===== src/rtl/alu_8_bit_ctrl.sv =====
// alu_8_bit_ctrl: valid/ready sequencing front-end for the 8-bit enabled ALU.
// Build option: define ALU_CTRL_ACC_EN to let operand A come from the last result.
module alu_8_bit_ctrl (
  input  logic       clk,
  input  logic       rst,
  input  logic       in_valid,
  output logic       in_ready,
  input  logic [2:0] in_sel,
  input  logic [7:0] in_a,
  input  logic [7:0] in_b,
  input  logic       in_use_acc,
  output logic       alu_en,
  output logic [2:0] alu_sel,
  output logic [7:0] alu_a,
  output logic [7:0] alu_b,
  input  logic [7:0] alu_y,
  output logic       out_valid,
  input  logic       out_ready,
  output logic [7:0] out_y,
  output logic       out_zero,
  output logic       out_neg,
  output logic [7:0] op_count
);

  typedef enum logic [1:0] {
    IDLE,
    DRIVE,
    HOLD
  } state_t;

  state_t     state;
  logic [7:0] next_a;

  // Held low during reset so nothing can be offered while rst is high.
  assign in_ready = (state == IDLE) && !rst;

`ifdef ALU_CTRL_ACC_EN
  assign next_a = in_use_acc ? out_y : in_a;
`else
  logic unused_use_acc;
  assign unused_use_acc = in_use_acc;
  assign next_a = in_a;
`endif

  always_ff @(posedge clk) begin
    if (rst) begin
      state     <= IDLE;
      alu_en    <= 1'b0;
      alu_sel   <= 3'd0;
      alu_a     <= 8'h00;
      alu_b     <= 8'h00;
      out_valid <= 1'b0;
      out_y     <= 8'h00;
      out_zero  <= 1'b0;
      out_neg   <= 1'b0;
      op_count  <= 8'h00;
    end else begin
      case (state)
        IDLE: begin
          if (in_valid && in_ready) begin
            alu_sel <= in_sel;
            alu_a   <= next_a;
            alu_b   <= in_b;
            alu_en  <= 1'b1;
            state   <= DRIVE;
          end
        end
        // The ALU is enabled for this single cycle; its result is captured at the end.
        DRIVE: begin
          out_y     <= alu_y;
          out_zero  <= (alu_y == 8'h00);
          out_neg   <= alu_y[7];
          alu_en    <= 1'b0;
          out_valid <= 1'b1;
          state     <= HOLD;
        end
        HOLD: begin
          if (out_ready) begin
            out_valid <= 1'b0;
            op_count  <= op_count + 8'd1;
            state     <= IDLE;
          end
        end
        default: begin
          alu_en    <= 1'b0;
          out_valid <= 1'b0;
          state     <= IDLE;
        end
      endcase
    end
  end

endmodule


===== config.mk =====
export PLATFORM = sky130hd
export DESIGN_NAME = alu_8_bit_ctrl
export DESIGN_NICKNAME = d
export VERILOG_FILES = /design/src/rtl/alu_8_bit_ctrl.sv
export SDC_FILE = /design/constraint.sdc
export NUM_CORES = 1
export LEC_CHECK = 0
export ABC_AREA = 1
export BUFFER_PORTS_ARGS = -buffer_cell sky130_fd_sc_hd__buf_2
export CORE_MARGIN = 1
export CORE_UTILIZATION = 32
export CTS_CLUSTER_DIAMETER = 40
export DETAILED_ROUTE_END_ITERATION = 16
export MAX_ROUTING_LAYER = met4
export PLACE_DENSITY_LB_ADDON = 0.3
export SYNTH_ARGS = -nofsm -noshare
export SYNTH_HDL_FRONTEND = slang
export SYNTH_SLANG_ARGS = --single-unit

===== constraint.sdc =====
create_clock -name clk -period 1.4 [get_ports clk]
set_clock_uncertainty 0.05 [all_clocks]
set_input_delay 0.28 -clock clk [delete_from_list [all_inputs] [get_ports clk]]
set_output_delay 0.28 -clock clk [all_outputs]
set_load 0.05 [all_outputs]

==> results_tabular.tex, run 1 <==
\begin{tabular}{lr}
\hline
Metric & Value \\
\hline
\multicolumn{2}{l}{\textbf{Run status}} \\
\quad Run status & finished, final reports clean \\
\multicolumn{2}{l}{\textbf{Critical path}} \\
\quad Worst setup EP type & output port \\
\quad Largest incremental delay on the critical path & 0.43 ns \\
\quad Required time worst endpoint & 1.07 ns \\
\quad Maximum fanout along the worst path & 6 \\
\quad Launching element type of the critical path & flop \\
\quad Critical path's slowest cell & dfxtp\_1 \\
\quad CP cell instances & buf\_2 \\
\quad Count of buffer and inverter cells on the critical path & 1 \\
\quad Family with the most delay on the worst path & flip-flops \\
\quad Arrival time of data at the critical path endpoint & 1.01 ns \\
\quad Critical path class & reg -> out \\
\multicolumn{2}{l}{\textbf{Synthesis}} \\
\quad Post-Synthesis Mean Instance Area & 7.72 um\^{}2 \\
\quad Part of the Yosys area used for sequential elements & 52.4\% \\
\quad Yosys warning total & 0 \\
\quad Ranking of synthesized cells by instance count & 51 x nand2\_1, 40 x dfxtp\_1, 36 x nor2\_1 \\
\quad Synthesis-stage register bit count & 40 \\
\quad Number of flops mapped to enable cells by yosys & 0 \\
\quad Unique cell type count in the Yosys netlist & 19 \\
\quad Cells after synthesis & 198 \\
\quad Top\_reg\_cell synth & dfxtp\_1 \\
\quad Synth Cell Area & 1530 um\^{}2 \\
\quad Portion of synthesized cell area occupied by the leading cell type & 52.4\% \\
\quad Top area cells in the synthesized netlist & dfxtp\_1 52\%, nand2\_1 13\%, nor2\_1 8.8\% \\
\quad Post-synthesis net count & 231 \\
\quad Library cell with the largest summed area after synthesis & dfxtp\_1 \\
\quad Proportion of register bits with asynchronous set or reset after synthesis & 0\% \\
\quad Most instantiated library cell after synthesis & nand2\_1 \\
\multicolumn{2}{l}{\textbf{Final layout}} \\
\quad Number of nets in the final layout & 307 \\
\quad Non-filler cells in the finished layout & 327 \\
\quad Combined area of the multi-input logic cells & 631 um\^{}2 \\
\quad Register Area & 805 um\^{}2 \\
\quad Share of final-layout standard cells stronger than drive strength 1 & 35.3\% \\
\quad Fillers & 486 \\
\quad Diode insertion count for antenna repair & 0 \\
\quad Area growth from synthesis to final layout & 34.3\% \\
\multicolumn{2}{l}{\textbf{Timing}} \\
\quad Summed negative setup slack over all endpoints & 0 ns \\
\quad Post-route minimum period & 1.34 ns \\
\quad Period utilisation layout & 95.9\% \\
\quad Final setup violation count & 0 \\
\quad Unrepaired setup endpoints after global routing & false \\
\quad Final Hold Vio Count & 0 \\
\quad Max Transition Viols Final & 0 \\
\quad Transition time of the tightest slew-check pin & 0.258 ns \\
\quad Max\_slew headroom & 82.9\% \\
\quad Achievable frequency & 745 MHz \\
\multicolumn{2}{l}{\textbf{Detailed routing}} \\
\quad Vias per cell & 4.47 \\
\quad Number of nets still failing antenna checks after routing & 0 \\
\quad Iteration-0 DRC count of the detailed router & 62 \\
\quad Final routed DRC violation total & 0 \\
\quad Detailed Route WL & 3470 um \\
\quad WL per Instance & 10.6 um \\
\quad Vias & 1461 \\
\quad Number of detailed-routing iterations run before antenna repair & 6 \\
\multicolumn{2}{l}{\textbf{Floorplanning}} \\
\quad Rows & 24 \\
\quad Core Box Area & 4470 um\^{}2 \\
\quad Die W & 71.1 um \\
\quad Overall die height & 71.1 um \\
\quad Die Area & 5050 um\^{}2 \\
\quad Boundary Pins & 72 \\
\quad Initial cell density of the core & 34.1\% \\
\multicolumn{2}{l}{\textbf{Placed design}} \\
\quad Number of instances in the placed design & 317 \\
\quad Input/output buffers & 70 \\
\quad Estimated wirelength of the detail-placed design & 2480 um \\
\quad Routability congestion estimate from global placement & 0.642 \\
\multicolumn{2}{l}{\textbf{Clock network}} \\
\quad Clock tree from TritonCTS & done \\
\quad Sinks on the clock net & 40 \\
\quad Cell at the root of the clock tree & clkbuf\_8 \\
\quad H-tree levels & 2 \\
\quad Hold\_buf cts & 0 \\
\quad Insertion delay of the later-clocked pin in the worst-skew pair & 0.28 ns \\
\quad Bufs on Longest Clock Path & 2 \\
\quad Clock buffers created by TritonCTS & 5 \\
\quad Clock transition at the registers of the reported paths & 0.08 ns \\
\multicolumn{2}{l}{\textbf{Flow run}} \\
\quad Maximum capacitance violations & 0 \\
\multicolumn{2}{l}{\textbf{Global route}} \\
\quad Overall global routing resource usage & 15.1\% \\
\quad Pin count of the biggest net entering global routing & 21 \\
\quad Antenna violations before repair & 0 \\
\quad Met1 track utilization from global routing & 17.9\% \\
\quad GRT Max-Usage Layer & met2 \\
\quad Met2 Resource Use GR & 23.6\% \\
\quad Grt ovf & 0 \\
\quad First-pass GRT wire length & 5750 um \\
\quad Vias in the first global route & 1322 \\
\quad Met3 demand-to-capacity share in global routing & 3.56\% \\
\multicolumn{2}{l}{\textbf{Power and ir drop}} \\
\quad Total power after layout & 2.45 mW \\
\quad IR drop worst, VDD & 631 uV \\
\quad Leak pwr & 0.986 nW \\
\quad Pwr Density & 1190 nW/um\^{}2 \\
\multicolumn{2}{l}{\textbf{Worst hold path}} \\
\quad Path type of the worst min-delay path & in -> reg \\
\hline
\end{tabular}
==> placed cells by master, fill, tap and decap left out <==
cell / instances
inv_1: 7
buf_4: 8
ha_1: 1
nand3_1: 7
nor2_2: 1
dfxtp_2: 3
clkbuf_8: 6
a21oi_1: 25
nor3_1: 1
nand3b_1: 1
nand2_1: 51
o21ai_0: 11
xor2_1: 1
nor2_1: 36
inv_6: 1
buf_2: 69
nor2_4: 1
buf_6: 1
dfxtp_1: 37
nand3_4: 1
clkinv_2: 2
nand3_2: 1
inv_2: 2
nor3_2: 1
==> layout make-up <==
| class | count | area share [%] |
|---|---|---|
| clock inverters | 2 | 0.488 |
| multi-input cells | 139 | 30.7 |
| well taps | 52 | 3.17 |
| inverters | 10 | 2.07 |
| flip-flops and latches | 40 | 39.2 |
| clock buffers | 6 | 4.02 |
| repair buffers | 78 | 20.3 |
==> sequential cells by signal (all words and copies together) (netlist names) <==
register	cells
out_y	8
out_valid	1
alu_en	1
alu_sel	3
state	2
out_zero	1
alu_a	8
op_count	8
alu_b	8
==> final timing paths <==
path                       to  cells after the start        start  slack (ns)
setup reg to reg     alu_b[3]                      5     state[1]        0.17
hold reg to reg    alu_sel[2]                      2   alu_sel[2]        0.41
setup / recovery  op_count[3]                      1  op_count[3]        0.06
hold / removal       out_y[7]                      3     alu_y[7]        0.18
==> layer usage <==
layer | part of all wire [%] | vias to the layer above
li1 | - | 777
met1 | 47 | 641
met2 | 47 | 39
met3 | 4.5 | 4
met4 | 1.8 | 0
met5 | 0 | -
==> kinds of logic after synthesis <==
kind of cell / count (synthesis) / synth area share [%]
flops: 40 / 52.4
xor+xnor: 1 / 0.573
compound gates: 36 / 11.8
simple gates: 101 / 27.8
buf+inv: 19 / 6.63
fa+ha+maj: 1 / 0.819
==> stage by stage <==
stage               setup slack, ns  instance area, um^2  hold slack [ns]  util [%]
floorplan                    0.0207                 1540            0.299         -
global placement             0.0768                 1930            0.399      43.2
detailed placement          0.00873                 1930            0.403      43.2
CTS                          0.0151                 2030            0.166      45.4
global route                 0.0160                 2050            0.168      45.9
finish                       0.0572                 2050            0.180      45.9
==> power by group <==
group | total, mW | switching, mW | internal, mW | leakage [nW]
Sequential | 1.22 | 0.0273 | 1.19 | 0.328
Clock | 0.781 | 0.388 | 0.393 | 0.0510
Combinational | 0.449 | 0.322 | 0.127 | 0.608
Total | 2.45 | 0.737 | 1.71 | 0.986
==> timing repair <==
action	CTS	global route
endpoints found under the setup margin	1	20
buffers inserted	0	2
cloned	0	0
resized for setup	3	3
pin swaps	0	2
No activity file was read; power rests on OpenSTA's default activity.
==> run 2: changes to the inputs <==
Settings changed: CELL_PAD_IN_SITES_DETAIL_PLACEMENT set to 0, CELL_PAD_IN_SITES_GLOBAL_PLACEMENT set to 1, CORE_UTILIZATION 32 to 31.
==> results_tabular.tex, run 2 (synthesized netlist as in run 1, its figures left out) <==
\begin{tabular}{lr}
\hline
Metric & Value \\
\hline
\multicolumn{2}{l}{\textbf{Critical path}} \\
\quad Maximum fanout along the worst path & 6 \\
\quad Largest incremental delay on the critical path & 0.42 ns \\
\quad Arrival time of data at the critical path endpoint & 0.98 ns \\
\quad Required time worst endpoint & 1.07 ns \\
\quad Worst setup EP type & output port \\
\quad CP cell instances & clkbuf\_4 \\
\quad Launching element type of the critical path & flop \\
\quad Count of buffer and inverter cells on the critical path & 1 \\
\quad Family with the most delay on the worst path & flip-flops \\
\quad Critical path's slowest cell & dfxtp\_1 \\
\quad Critical path class & reg -> out \\
\multicolumn{2}{l}{\textbf{Timing}} \\
\quad Post-route minimum period & 1.31 ns \\
\quad Achievable frequency & 766 MHz \\
\quad Unrepaired setup endpoints after global routing & false \\
\quad Worst hold slack & 0.184 ns \\
\quad Max Transition Viols Final & 0 \\
\quad Final Hold Vio Count & 0 \\
\quad Period utilisation layout & 93.3\% \\
\quad Summed negative setup slack over all endpoints & 0 ns \\
\quad Transition time of the tightest slew-check pin & 0.279 ns \\
\quad Final setup violation count & 0 \\
\quad Max\_slew headroom & 81.4\% \\
\multicolumn{2}{l}{\textbf{Power and ir drop}} \\
\quad Switching component of the power & 0.721 mW \\
\quad Internal power summed over all cells & 1.72 mW \\
\quad Switching share of total power & 29.5\% \\
\quad Combinational Power Share & 18.2\% \\
\quad Share of total power in sequential cells & 50.1\% \\
\quad Leak pwr & 0.976 nW \\
\quad Pwr Density & 1180 nW/um\^{}2 \\
\quad Total power after layout & 2.44 mW \\
\quad Clk pwr share & 31.8\% \\
\quad IR drop worst, VDD & 529 uV \\
\multicolumn{2}{l}{\textbf{Final layout}} \\
\quad Number of nets in the final layout & 306 \\
\quad Layout Utilization & 43.7\% \\
\quad Area growth from synthesis to final layout & 35.0\% \\
\quad Share of final-layout standard cells stronger than drive strength 1 & 34.7\% \\
\quad Top library cells by usage in the layout, fill and taps aside & 68 x buf\_2, 51 x nand2\_1, 37 x dfxtp\_1, 35 x nor2\_1, 25 x a21oi\_1 \\
\quad Diode insertion count for antenna repair & 0 \\
\quad Fillers & 494 \\
\quad Most frequent standard cell in the layout excluding fill and tap cells & buf\_2 \\
\quad Non-filler cells in the finished layout & 341 \\
\multicolumn{2}{l}{\textbf{Global route}} \\
\quad Overall global routing resource usage & 14.1\% \\
\quad Antenna violations before repair & 0 \\
\quad First-pass GRT wire length & 5490 um \\
\quad Pin count of the biggest net entering global routing & 21 \\
\quad Vias in the first global route & 1209 \\
\quad Grt ovf & 0 \\
\multicolumn{2}{l}{\textbf{Floorplanning}} \\
\quad Die Area & 5210 um\^{}2 \\
\quad Boundary Pins & 72 \\
\quad Die W & 72.2 um \\
\quad Initial cell density of the core & 32.3\% \\
\quad Rows & 25 \\
\quad Overall die height & 72.2 um \\
\quad Core Box Area & 4720 um\^{}2 \\
\multicolumn{2}{l}{\textbf{Clock network}} \\
\quad Hold\_buf cts & 0 \\
\quad Insertion delay of the later-clocked pin in the worst-skew pair & 0.28 ns \\
\quad Clock buffers created by TritonCTS & 5 \\
\quad Bufs on Longest Clock Path & 2 \\
\quad H-tree levels & 2 \\
\quad Sinks on the clock net & 40 \\
\quad Cell at the root of the clock tree & clkbuf\_8 \\
\quad Clock tree from TritonCTS & done \\
\quad Clock transition at the registers of the reported paths & 0.07 ns \\
\multicolumn{2}{l}{\textbf{Detailed routing}} \\
\quad Routed wire length on met2 & 1550 um \\
\quad Highest metal layer used by the detailed router & met4 \\
\quad WL per Instance & 10.1 um \\
\quad Wire length the detailed router placed on met1 & 1710 um \\
\quad Vias & 1427 \\
\quad Iteration-0 DRC count of the detailed router & 84 \\
\quad Final routed DRC violation total & 0 \\
\quad Detailed Route WL & 3460 um \\
\quad Detail Route met3 WL & 164 um \\
\quad Number of nets still failing antenna checks after routing & 0 \\
\quad Vias per cell & 4.18 \\
\quad Number of detailed-routing iterations run before antenna repair & 4 \\
\multicolumn{2}{l}{\textbf{Flow run}} \\
\quad Maximum capacitance violations & 0 \\
\multicolumn{2}{l}{\textbf{Placed design}} \\
\quad Estimated wirelength of the detail-placed design & 2420 um \\
\quad Input/output buffers & 70 \\
\quad Number of instances in the placed design & 333 \\
\quad Routability congestion estimate from global placement & 0.679 \\
\multicolumn{2}{l}{\textbf{Run status}} \\
\quad Run status & finished, final reports clean \\
\multicolumn{2}{l}{\textbf{Worst hold path}} \\
\quad Path type of the worst min-delay path & in -> reg \\
\hline
\end{tabular}
## run 2: layout make-up
cell class / instances / area, um^2 / share of cell area (%)
timing repair buffer: 77 / 412 / 20.0
multi-input combinational: 139 / 633 / 30.7
tap: 67 / 83.8 / 4.07
sequential: 40 / 805 / 39.0
inverter: 10 / 38.8 / 1.88
clock buffer: 8 / 90.1 / 4.37
## run 2: final timing paths
| kind | from | end | slack (ns) | cells after the start |
|---|---|---|---|---|
| setup / recovery | op_count[3] | op_count[3] | 0.09 | 1 |
| hold / removal | in_a[2] | alu_a[2] | 0.18 | 3 |
| setup reg to reg | state[1] | alu_b[1] | 0.21 | 5 |
| hold reg to reg | alu_b[7] | alu_b[7] | 0.41 | 2 |
## run 2: metal layers
metal	vias up	track usage, %
li1	776	-
met1	610	18.1
met2	39	20.2
met3	2	4.44
met4	0	5.88
met5	-	-
## run 2: what timing repair did
| item | in CTS | in global routing |
|---|---|---|
| hold endpoints to repair | 0 | 0 |
| pin swaps | 0 | 1 |
| gates resized for setup | 3 | 3 |
| setup endpoints to repair | 1 | 4 |
| buffers inserted | 0 | 0 |
## run 2: power by group through the flow
stage                     Sequential [mW]  Clock [mW]  Combinational [mW]
after CTS                            1.22       0.814               0.450
after floorplan                      1.42           0               0.142
after global placement               1.25           0               0.444
final                                1.22       0.775               0.444
after detailed placement             1.25           0               0.445
after global routing                 1.23       0.847               0.481
## run 2: worst register-to-register path: stages (launching register included)
cell and delay (ns):
dfxtp_2 0.42, nor2_1 0.08, nand3_2 0.09, clkinv_2 0.25
nand2_1 0.14, a21oi_1 0.06
## run 2: per-stage QoR
step	setup slack, ns	cell area [um^2]
floorplan	0.0207	1540
global placement	0.147	1960
detailed placement	0.129	1960
CTS	0.0141	2060
global route	0.0274	2060
finish	0.0941	2060
==> run 3: changes to the inputs <==
--- a/config.mk
+++ b/config.mk
@@ -17,2 +17,3 @@
 export PLACE_DENSITY_LB_ADDON = 0.3
+export SLEW_MARGIN = 10
 export SYNTH_ARGS = -nofsm -noshare
==> constraint.sdc (replaced) <==
create_clock -name clk -period 1.4 [get_ports clk]
set_clock_uncertainty 0.05 [all_clocks]
set_input_delay 0.07 -clock clk [delete_from_list [all_inputs] [get_ports clk]]
set_output_delay 0.07 -clock clk [all_outputs]
set_load 0.05 [all_outputs]
==> results_tabular.tex, run 3 (synthesized netlist as in run 1, its figures left out) <==
\begin{tabular}{lr}
\hline
Metric & Value \\
\hline
\multicolumn{2}{l}{\textbf{Run status}} \\
\quad Run status & finished, final reports clean \\
\multicolumn{2}{l}{\textbf{Power and ir drop}} \\
\quad IR drop worst, VDD & 591 uV \\
\quad Pwr Density & 1080 nW/um\^{}2 \\
\quad Leak pwr & 1.10 nW \\
\multicolumn{2}{l}{\textbf{Global route}} \\
\quad Vias in the first global route & 1343 \\
\quad Pin count of the biggest net entering global routing & 21 \\
\quad First-pass GRT wire length & 5910 um \\
\quad Antenna violations before repair & 0 \\
\quad Overall global routing resource usage & 15.2\% \\
\quad Grt ovf & 0 \\
\multicolumn{2}{l}{\textbf{Timing}} \\
\quad Transition time of the tightest slew-check pin & 0.353 ns \\
\quad Summed negative setup slack over all endpoints & 0 ns \\
\quad Max Transition Viols Final & 0 \\
\quad Post-route minimum period & 1.28 ns \\
\quad Final Hold Vio Count & 0 \\
\quad Period utilisation layout & 91.2\% \\
\quad Max\_slew headroom & 76.5\% \\
\quad Achievable frequency & 784 MHz \\
\quad Final WS setup & 0.124 ns \\
\quad Final setup violation count & 0 \\
\quad Worst hold slack & 0.0611 ns \\
\quad Unrepaired setup endpoints after global routing & false \\
\multicolumn{2}{l}{\textbf{Detailed routing}} \\
\quad Number of detailed-routing iterations run before antenna repair & 4 \\
\quad Vias & 1552 \\
\quad Number of nets still failing antenna checks after routing & 0 \\
\quad WL per Instance & 10.4 um \\
\quad Final routed DRC violation total & 0 \\
\quad Detailed Route WL & 3830 um \\
\quad Iteration-0 DRC count of the detailed router & 61 \\
\quad Vias per cell & 4.22 \\
\multicolumn{2}{l}{\textbf{Placed design}} \\
\quad Input/output buffers & 70 \\
\quad Estimated wirelength of the detail-placed design & 2410 um \\
\quad Routability congestion estimate from global placement & 0.662 \\
\quad Worst setup timing slack at the placement stage & 0.171 ns \\
\multicolumn{2}{l}{\textbf{Clock network}} \\
\quad Sinks on the clock net & 40 \\
\quad Cell at the root of the clock tree & clkbuf\_8 \\
\quad Clock transition at the registers of the reported paths & 0.09 ns \\
\quad Clock tree from TritonCTS & done \\
\quad Bufs on Longest Clock Path & 2 \\
\quad Post-CTS setup buffer count & 0 \\
\quad Insertion delay of the later-clocked pin in the worst-skew pair & 0.30 ns \\
\quad H-tree levels & 2 \\
\quad Clock buffers created by TritonCTS & 5 \\
\quad Post-cts repair resize count & 0 \\
\multicolumn{2}{l}{\textbf{Critical path}} \\
\quad Launching element type of the critical path & primary input \\
\quad Arrival time of data at the critical path endpoint & 1.16 ns \\
\quad Worst setup EP type & output port \\
\quad Critical path class & in -> out \\
\quad Maximum fanout along the worst path & 5 \\
\quad Required time worst endpoint & 1.28 ns \\
\multicolumn{2}{l}{\textbf{Floorplanning}} \\
\quad Core Box Area & 4720 um\^{}2 \\
\quad Initial cell density of the core & 32.3\% \\
\quad Boundary Pins & 72 \\
\quad Die W & 72.2 um \\
\quad Die Area & 5210 um\^{}2 \\
\quad Rows & 25 \\
\quad Overall die height & 72.2 um \\
\multicolumn{2}{l}{\textbf{Flow run}} \\
\quad Maximum capacitance violations & 0 \\
\multicolumn{2}{l}{\textbf{Final layout}} \\
\quad Area growth from synthesis to final layout & 52.1\% \\
\quad Share of final-layout standard cells stronger than drive strength 1 & 31.2\% \\
\quad Diode insertion count for antenna repair & 0 \\
\quad Number of nets in the final layout & 333 \\
\quad Most frequent standard cell in the layout excluding fill and tap cells & buf\_2 \\
\quad Top library cells by usage in the layout, fill and taps aside & 70 x buf\_2, 51 x nand2\_1, 38 x dfxtp\_1, 36 x nor2\_1, 28 x dlygate4sd3\_1 \\
\quad Fillers & 499 \\
\multicolumn{2}{l}{\textbf{Worst hold path}} \\
\quad Path type of the worst min-delay path & in -> reg \\
\hline
\end{tabular}
run 3: cell types whose count changed in the layout (fill, tap and decap cells not counted), sizes merged:
cell         previous run  this run
dlygate4sd3             0        28
clkbuf                  9         6
clkinv                  1         2
inv                     9        10
run 3: worst paths after layout:
path         depth (start not counted)      start  slack (ns)    endpoint
min                                  3  out_ready        0.06    state[1]
max reg2reg                          5   state[1]        0.16  alu_sel[0]
max                                  4        rst        0.12    in_ready
min reg2reg                          2   alu_a[6]        0.41    alu_a[6]
run 3: critical path, stage by stage:
cell           delay (ns)
dlygate4sd3_1        0.54
buf_2                0.16
nor3_2               0.10
buf_2                0.28
run 3: per-stage QoR:
step                      instance area, um^2  utilization [%]  total power [mW]  cells
after detailed placement                 1950             41.3              1.69    332
after global placement                   1950             41.3              1.69    332
after floorplan                          1540                -              1.56    198
after CTS                                2320             49.2              2.55    368
final                                    2320             49.2              2.52    368
after global routing                     2320             49.2              2.64    368
run 3: cell type report:
class	count	area [um^2]	area share (%)
Sequential cell	40	803	34.6
Timing Repair Buffer	104	676	29.1
Multi-Input combinational cell	139	631	27.1
Tap cell	67	83.8	3.61
Clock buffer	6	82.6	3.55
Inverter	10	37.5	1.62
Clock inverter	2	10.0	0.431
run 3: what timing repair did:
action | 4_1_cts | 5_1_grt
hold buffers | 28 | 0
endpoints found under the hold margin | 29 | 0
endpoints found under the setup margin | 0 | 0
run 3: metal layers:
layer / vias to the layer above / GRT usage (%) / share of wire, %
met1: 673 / 18.0 / 47
met2: 41 / 23.7 / 46
met3: 7 / 5.00 / 6.2
li1: 831 / - / -
met5: - / - / 0
met4: 0 / 6.54 / 1.7
run 3: power breakdown:
group / switching, mW / leakage, nW / internal [mW]
combinational: 0.333 / 0.718 / 0.169
clock: 0.405 / 0.0510 / 0.394
sequential: 0.0267 / 0.327 / 1.19
total: 0.765 / 1.10 / 1.75
